===== src/rtl/regfile_bram_ctrl.sv =====
// regfile_bram_ctrl
//   Controller for the integer register file built on two true-dual-port,
//   read-first BRAM banks (bank 0 serves rs1, bank 1 serves rs2). After reset
//   it sweeps both banks with zeros. It then routes decode reads and
//   writeback writes to the banks, forces x0 to read as zero, and forwards a
//   writeback that lands on the same edge as a read. A read-first BRAM would
//   return the stale value in that case.
//
// Ports
//   clk_i, rst_i                      clock, async active-high reset
//   rd_req_i, rs1_addr_i, rs2_addr_i  decode read request and source indices
//   ready_o, init_done_o              high once the clear sweep is finished
//   rd_valid_o, rs1_data_o, rs2_data_o
//                                     read result, one cycle after accept
//   wb_en_i, wb_addr_i, wb_data_i     writeback port
//   bram_wr_en_o, bram_wr_addr_o, bram_wr_data_o
//                                     port A (write) of both banks
//   bram_rd_en_o, bram_rs1_addr_o, bram_rs2_addr_o
//                                     port B (read) of bank 0 / bank 1
//   bram_rs1_data_i, bram_rs2_data_i  port B read data, one-cycle latency

module regfile_bram_ctrl #(
    parameter  int DATA_WIDTH = 32,
    parameter  int NUM_REGS   = 32,
    localparam int ADDR_WIDTH = $clog2(NUM_REGS)
) (
    input  logic                  clk_i,
    input  logic                  rst_i,
    input  logic                  rd_req_i,
    input  logic [ADDR_WIDTH-1:0] rs1_addr_i,
    input  logic [ADDR_WIDTH-1:0] rs2_addr_i,
    output logic                  ready_o,
    output logic                  rd_valid_o,
    output logic [DATA_WIDTH-1:0] rs1_data_o,
    output logic [DATA_WIDTH-1:0] rs2_data_o,
    input  logic                  wb_en_i,
    input  logic [ADDR_WIDTH-1:0] wb_addr_i,
    input  logic [DATA_WIDTH-1:0] wb_data_i,
    output logic                  init_done_o,
    output logic                  bram_wr_en_o,
    output logic [ADDR_WIDTH-1:0] bram_wr_addr_o,
    output logic [DATA_WIDTH-1:0] bram_wr_data_o,
    output logic                  bram_rd_en_o,
    output logic [ADDR_WIDTH-1:0] bram_rs1_addr_o,
    output logic [ADDR_WIDTH-1:0] bram_rs2_addr_o,
    input  logic [DATA_WIDTH-1:0] bram_rs1_data_i,
    input  logic [DATA_WIDTH-1:0] bram_rs2_data_i
);

    typedef enum logic {CLEAR, RUN} state_t;

    localparam logic [ADDR_WIDTH-1:0] LAST_ADDR = ADDR_WIDTH'(NUM_REGS - 1);

    state_t                state;
    logic [ADDR_WIDTH-1:0] clr_cnt;

    logic                  accept_p0;
    logic                  fwd1_p0;
    logic                  fwd2_p0;

    logic                  vld_p1;
    logic                  zero1_p1;
    logic                  zero2_p1;
    logic                  fwd1_p1;
    logic                  fwd2_p1;
    logic [DATA_WIDTH-1:0] fwd_data1_p1;
    logic [DATA_WIDTH-1:0] fwd_data2_p1;

    // ---- stage p0: request decode, BRAM address/write drive ----
    assign accept_p0 = rd_req_i && (state == RUN);

    // A writeback to the register being read on this edge would be missed by
    // the read-first BRAM, so capture it for the output mux instead.
    assign fwd1_p0 = wb_en_i && (wb_addr_i == rs1_addr_i) && (rs1_addr_i != '0);
    assign fwd2_p0 = wb_en_i && (wb_addr_i == rs2_addr_i) && (rs2_addr_i != '0);

    assign ready_o     = (state == RUN);
    assign init_done_o = (state == RUN);

    always_comb begin
        bram_wr_en_o   = 1'b1;
        bram_wr_addr_o = clr_cnt;
        bram_wr_data_o = '0;
        if (state == RUN) begin
            // Writes to x0 never reach the banks.
            bram_wr_en_o   = wb_en_i && (wb_addr_i != '0);
            bram_wr_addr_o = wb_addr_i;
            bram_wr_data_o = wb_data_i;
        end
    end

    assign bram_rd_en_o    = accept_p0;
    assign bram_rs1_addr_o = rs1_addr_i;
    assign bram_rs2_addr_o = rs2_addr_i;

    always_ff @(posedge clk_i or posedge rst_i) begin
        if (rst_i) begin
            state        <= CLEAR;
            clr_cnt      <= '0;
            vld_p1       <= 1'b0;
            zero1_p1     <= 1'b1;
            zero2_p1     <= 1'b1;
            fwd1_p1      <= 1'b0;
            fwd2_p1      <= 1'b0;
            fwd_data1_p1 <= '0;
            fwd_data2_p1 <= '0;
        end else begin
            case (state)
                CLEAR: begin
                    clr_cnt <= clr_cnt + 1'b1;
                    if (clr_cnt == LAST_ADDR) begin
                        state <= RUN;
                    end
                end
                RUN:     state <= RUN;
                default: state <= CLEAR;
            endcase

            vld_p1 <= accept_p0;

            // Without an accept the select flags hold, so the outputs keep
            // showing the last result while the BRAM holds its read data.
            if (accept_p0) begin
                zero1_p1 <= (rs1_addr_i == '0);
                zero2_p1 <= (rs2_addr_i == '0);
                fwd1_p1  <= fwd1_p0;
                fwd2_p1  <= fwd2_p0;
                if (fwd1_p0) begin
                    fwd_data1_p1 <= wb_data_i;
                end
                if (fwd2_p0) begin
                    fwd_data2_p1 <= wb_data_i;
                end
            end
        end
    end

    // ---- stage p1: result select (BRAM data arrives in this cycle) ----
    assign rd_valid_o = vld_p1;
    assign rs1_data_o = zero1_p1 ? '0 : (fwd1_p1 ? fwd_data1_p1 : bram_rs1_data_i);
    assign rs2_data_o = zero2_p1 ? '0 : (fwd2_p1 ? fwd_data2_p1 : bram_rs2_data_i);

endmodule


===== config.mk =====
export PLATFORM = sky130hd
export DESIGN_NAME = regfile_bram_ctrl
export DESIGN_NICKNAME = d
export VERILOG_FILES = /design/src/rtl/regfile_bram_ctrl.sv
export SDC_FILE = /design/constraint.sdc
export NUM_CORES = 1
export LEC_CHECK = 0
export ABC_AREA = 1
export BUFFER_PORTS_ARGS = -buffer_cell sky130_fd_sc_hd__buf_2
export CAP_MARGIN = 20
export CORE_MARGIN = 1.5
export CORE_UTILIZATION = 32
export DETAILED_ROUTE_END_ITERATION = 10
export GPL_ROUTABILITY_DRIVEN = 0
export SYNTH_ARGS = -nofsm -noshare
export SYNTH_HDL_FRONTEND = slang
export SYNTH_SLANG_ARGS = --single-unit

===== constraint.sdc =====
create_clock -name clk_i -period 2.85 [get_ports clk_i]
set_input_delay 0.285 -clock clk_i [delete_from_list [all_inputs] [get_ports clk_i]]
set_output_delay 0.285 -clock clk_i [all_outputs]
set_load 0.03 [all_outputs]

==> results.md <==
- Final cell count without fillers: 1,064
- Routed Antenna Nets: 0
- Worst hold path type: in -> reg
- First-pass GRT wire length: 22,900 um
- Pwr Total: between 2000 and 3000 uW
- WHS Endpoint: fwd_data1_p1[22]
- Cells after DPL: 1,045
- I/O Buffers: 230
- Maximum clock path buffer count: 2
- Pleak: 0.00365 uW
- Die width: 122 um
- Reg2reg path depth: 7
- Sequential area share after synthesis: 41.6%
- CTS buffer count: 9
- Dpl hpwl: roughly 11,000 um
- Vias in the first global route: 4,311
- Clk sink count: 75
- Post-layout util: a little over two fifths
- RSZ-0062 raised after global routing: no
- Worst-path clk slew: 0.06 ns
- Die Ht: 122 um
- Fraction of layout cells with a size suffix above 1: a little under a third
- IO Count: between 200 and 250
- Yosys top cell by area: dfrtp_1
- Clock Latency Late Sink: around 0.33 ns
- Via density: 4.54
- Synth unique cells: 26
- Total grt overflow: 0
- Pre-Repair DR Iteration Count: 4
- Initial Util: approximately a third
- Total number of vias: 4,831
- Fin Setup TNS: 0 ns
- R2r setup slk: 0.75 ns
- Area grow syn2layout: 33.3%
- Hold path startpoint: wb_data_i[22]
- Largest net degree at the start of global routing: between 50 and 60
- Min Clock Period, post-route: between 2 and 2.5 ns
- GRT Total Usage: 20.2%
- Core area: 13,800 um^2
- CP required: 2.57 ns
- Syn_area_per_cell: between 6 and 7 um^2
- CTS tree: yes
- Layout net count: 995
- Crit path DAT: 1.95 ns
- Max-Cap Viols: 0
- Row count: 43
- Cell types occupying the most area after synthesis: dfrtp_1 40%, nand2_1 27%, nand3_1 7.3%
- Final Hold Vio Count: 0
- Endpoint of the worst register-to-register path: fwd_data2_p1[1]
- Max_slew headroom: 49.6%
- Worst-case clock skew: 0.00769 ns
- DR WL/cell: 14.1 um
- P per Cell Area: between 400 and 500 nW/um^2
- Fmax: 447 MHz
- Initial antenna violation count: 1
- Mapped Area: 4520 um^2
- Die area: 14,900 um^2
- DRC Markers: 0
- VDD IR-drop max: 0.246 mV
- CP endpoint kind: output port
- Routed Wire Length: 15,000 um
- Critical R2R Launch: init_done_o
- Period utilisation layout: 78.5%
- Synth warnings: 0
- Syn Nets: about 800
- Clk root buf: clkbuf_16
- CP max FO: 21
- Final setup vio count: 0
- Yosys reg bits: between 70 and 80
- Share of the synthesized area in the top cell type: 40.4%
- Most frequent cells in the layout: 328 x nand2_1, 230 x buf_2, 72 x dfrtp_1
- Hold path cells: 3
- Final slew viol count: 0
- Gate Count Post-Synth: a little under 700
- CTS Hold Bufs: 0
- Status: completed
- Worst Setup Path Type: reg -> out
- CTS resizes: 0
- Iter 0 DRT Violations: 268
- H-tree levels: 3
- Most common cell after layout, fill and taps aside: nand2_1
- Startpoint types: register
- Postcts setup bufs: 0
- Worst slew pin tran: 0.755 ns
sequential cells by signal, indices dropped and copies added (netlist names):
| name | count |
|---|---|
| clr_cnt | 5 |
| fwd1_p1 | 1 |
| fwd2_p1 | 1 |
| fwd_data1_p1 | 32 |
| fwd_data2_p1 | 32 |
| init_done_o | 1 |
| rd_valid_o | 1 |
| zero1_p1 | 1 |
| zero2_p1 | 1 |
synthesized netlist by cell type:
cell	instances
buf_2	12
nand2_1	328
inv_1	51
nor2_1	4
dfrtp_1	73
clkinv_1	1
a21oi_1	65
nor2_2	4
clkbuf_1	26
dfstp_2	2
nor2_4	2
nand4_1	1
nand2_4	2
a21oi_2	1
ha_1	2
o21ai_1	1
xor2_1	1
nand3_1	66
nand2_2	1
nor3_1	1
buf_6	3
buf_4	15
or2_2	2
o21ai_0	8
nand3_2	1
xnor2_1	5
per-stage QoR:
stage	setup WS [ns]	instance area, um^2	hold WS, ns
6_report	0.613	6030	0.216
3_3_place_gp	0.793	5700	0.454
3_5_place_dp	0.711	5700	0.458
5_1_grt	0.422	6030	0.231
2_1_floorplan	0.658	4520	0.418
4_1_cts	0.580	5990	0.198
cells by family (layout without fill, tap and decap cells):
kind of cell / after synthesis / after routing / share of synthesized area [%]
compound gates: 75 / 75 / 8.38
xor+xnor: 6 / 6 / 1.16
fa+ha+maj: 2 / 2 / 0.553
buf+inv: 108 / 313 / 11.0
flops: 75 / 75 / 41.6
other cells: 0 / 1 / 0
simple gates: 412 / 412 / 37.3
worst max-delay path by stage:
stage	cells past startpoint	start	end
after floorplan	1	rst_i	clr_cnt[0]
after global placement	7	init_done_o	fwd_data2_p1[0]
after detailed placement	7	init_done_o	fwd_data2_p1[8]
after CTS	4	fwd2_p1	rs2_data_o[10]
after global routing	4	fwd2_p1	rs2_data_o[10]
final	4	fwd2_p1	rs2_data_o[10]
metal layers:
layer	global-route usage (%)	vias up	part of all wire, %
met5	0	-	0
met4	7.50	0	1.9
met3	2.76	20	5.9
met2	33.6	179	47
met1	26.7	2145	45
li1	-	2487	-
report_power, final:
group | leakage [uW] | internal, uW | total, uW | switching [uW]
Combinational | 0.00248 | 211 | 655 | 444
Clock | 0.000148 | 657 | 1080 | 426
Sequential | 0.00102 | 1130 | 1170 | 40.0
Total | 0.00365 | 1990 | 2900 | 909
area by class of cell:
| class | instances | area (um^2) |
|---|---|---|
| Fill cell | 1499 | 7800 |
| Multi-Input combinational cell | 495 | 2150 |
| Sequential cell | 75 | 1880 |
| Timing Repair Buffer | 245 | 1280 |
| Clock buffer | 12 | 267 |
| Tap cell | 180 | 225 |
| Inverter | 52 | 196 |
| Clock inverter | 4 | 23.8 |
| Antenna cell | 1 | 2.50 |
worst max-delay path, cell delays in order (launching register included):
cell,delay [ns]
dfrtp_1,0.83
buf_4,0.32
nand2_1,0.09
a21oi_1,0.15
buf_2,0.22
Power figures use the tool's default switching activity.
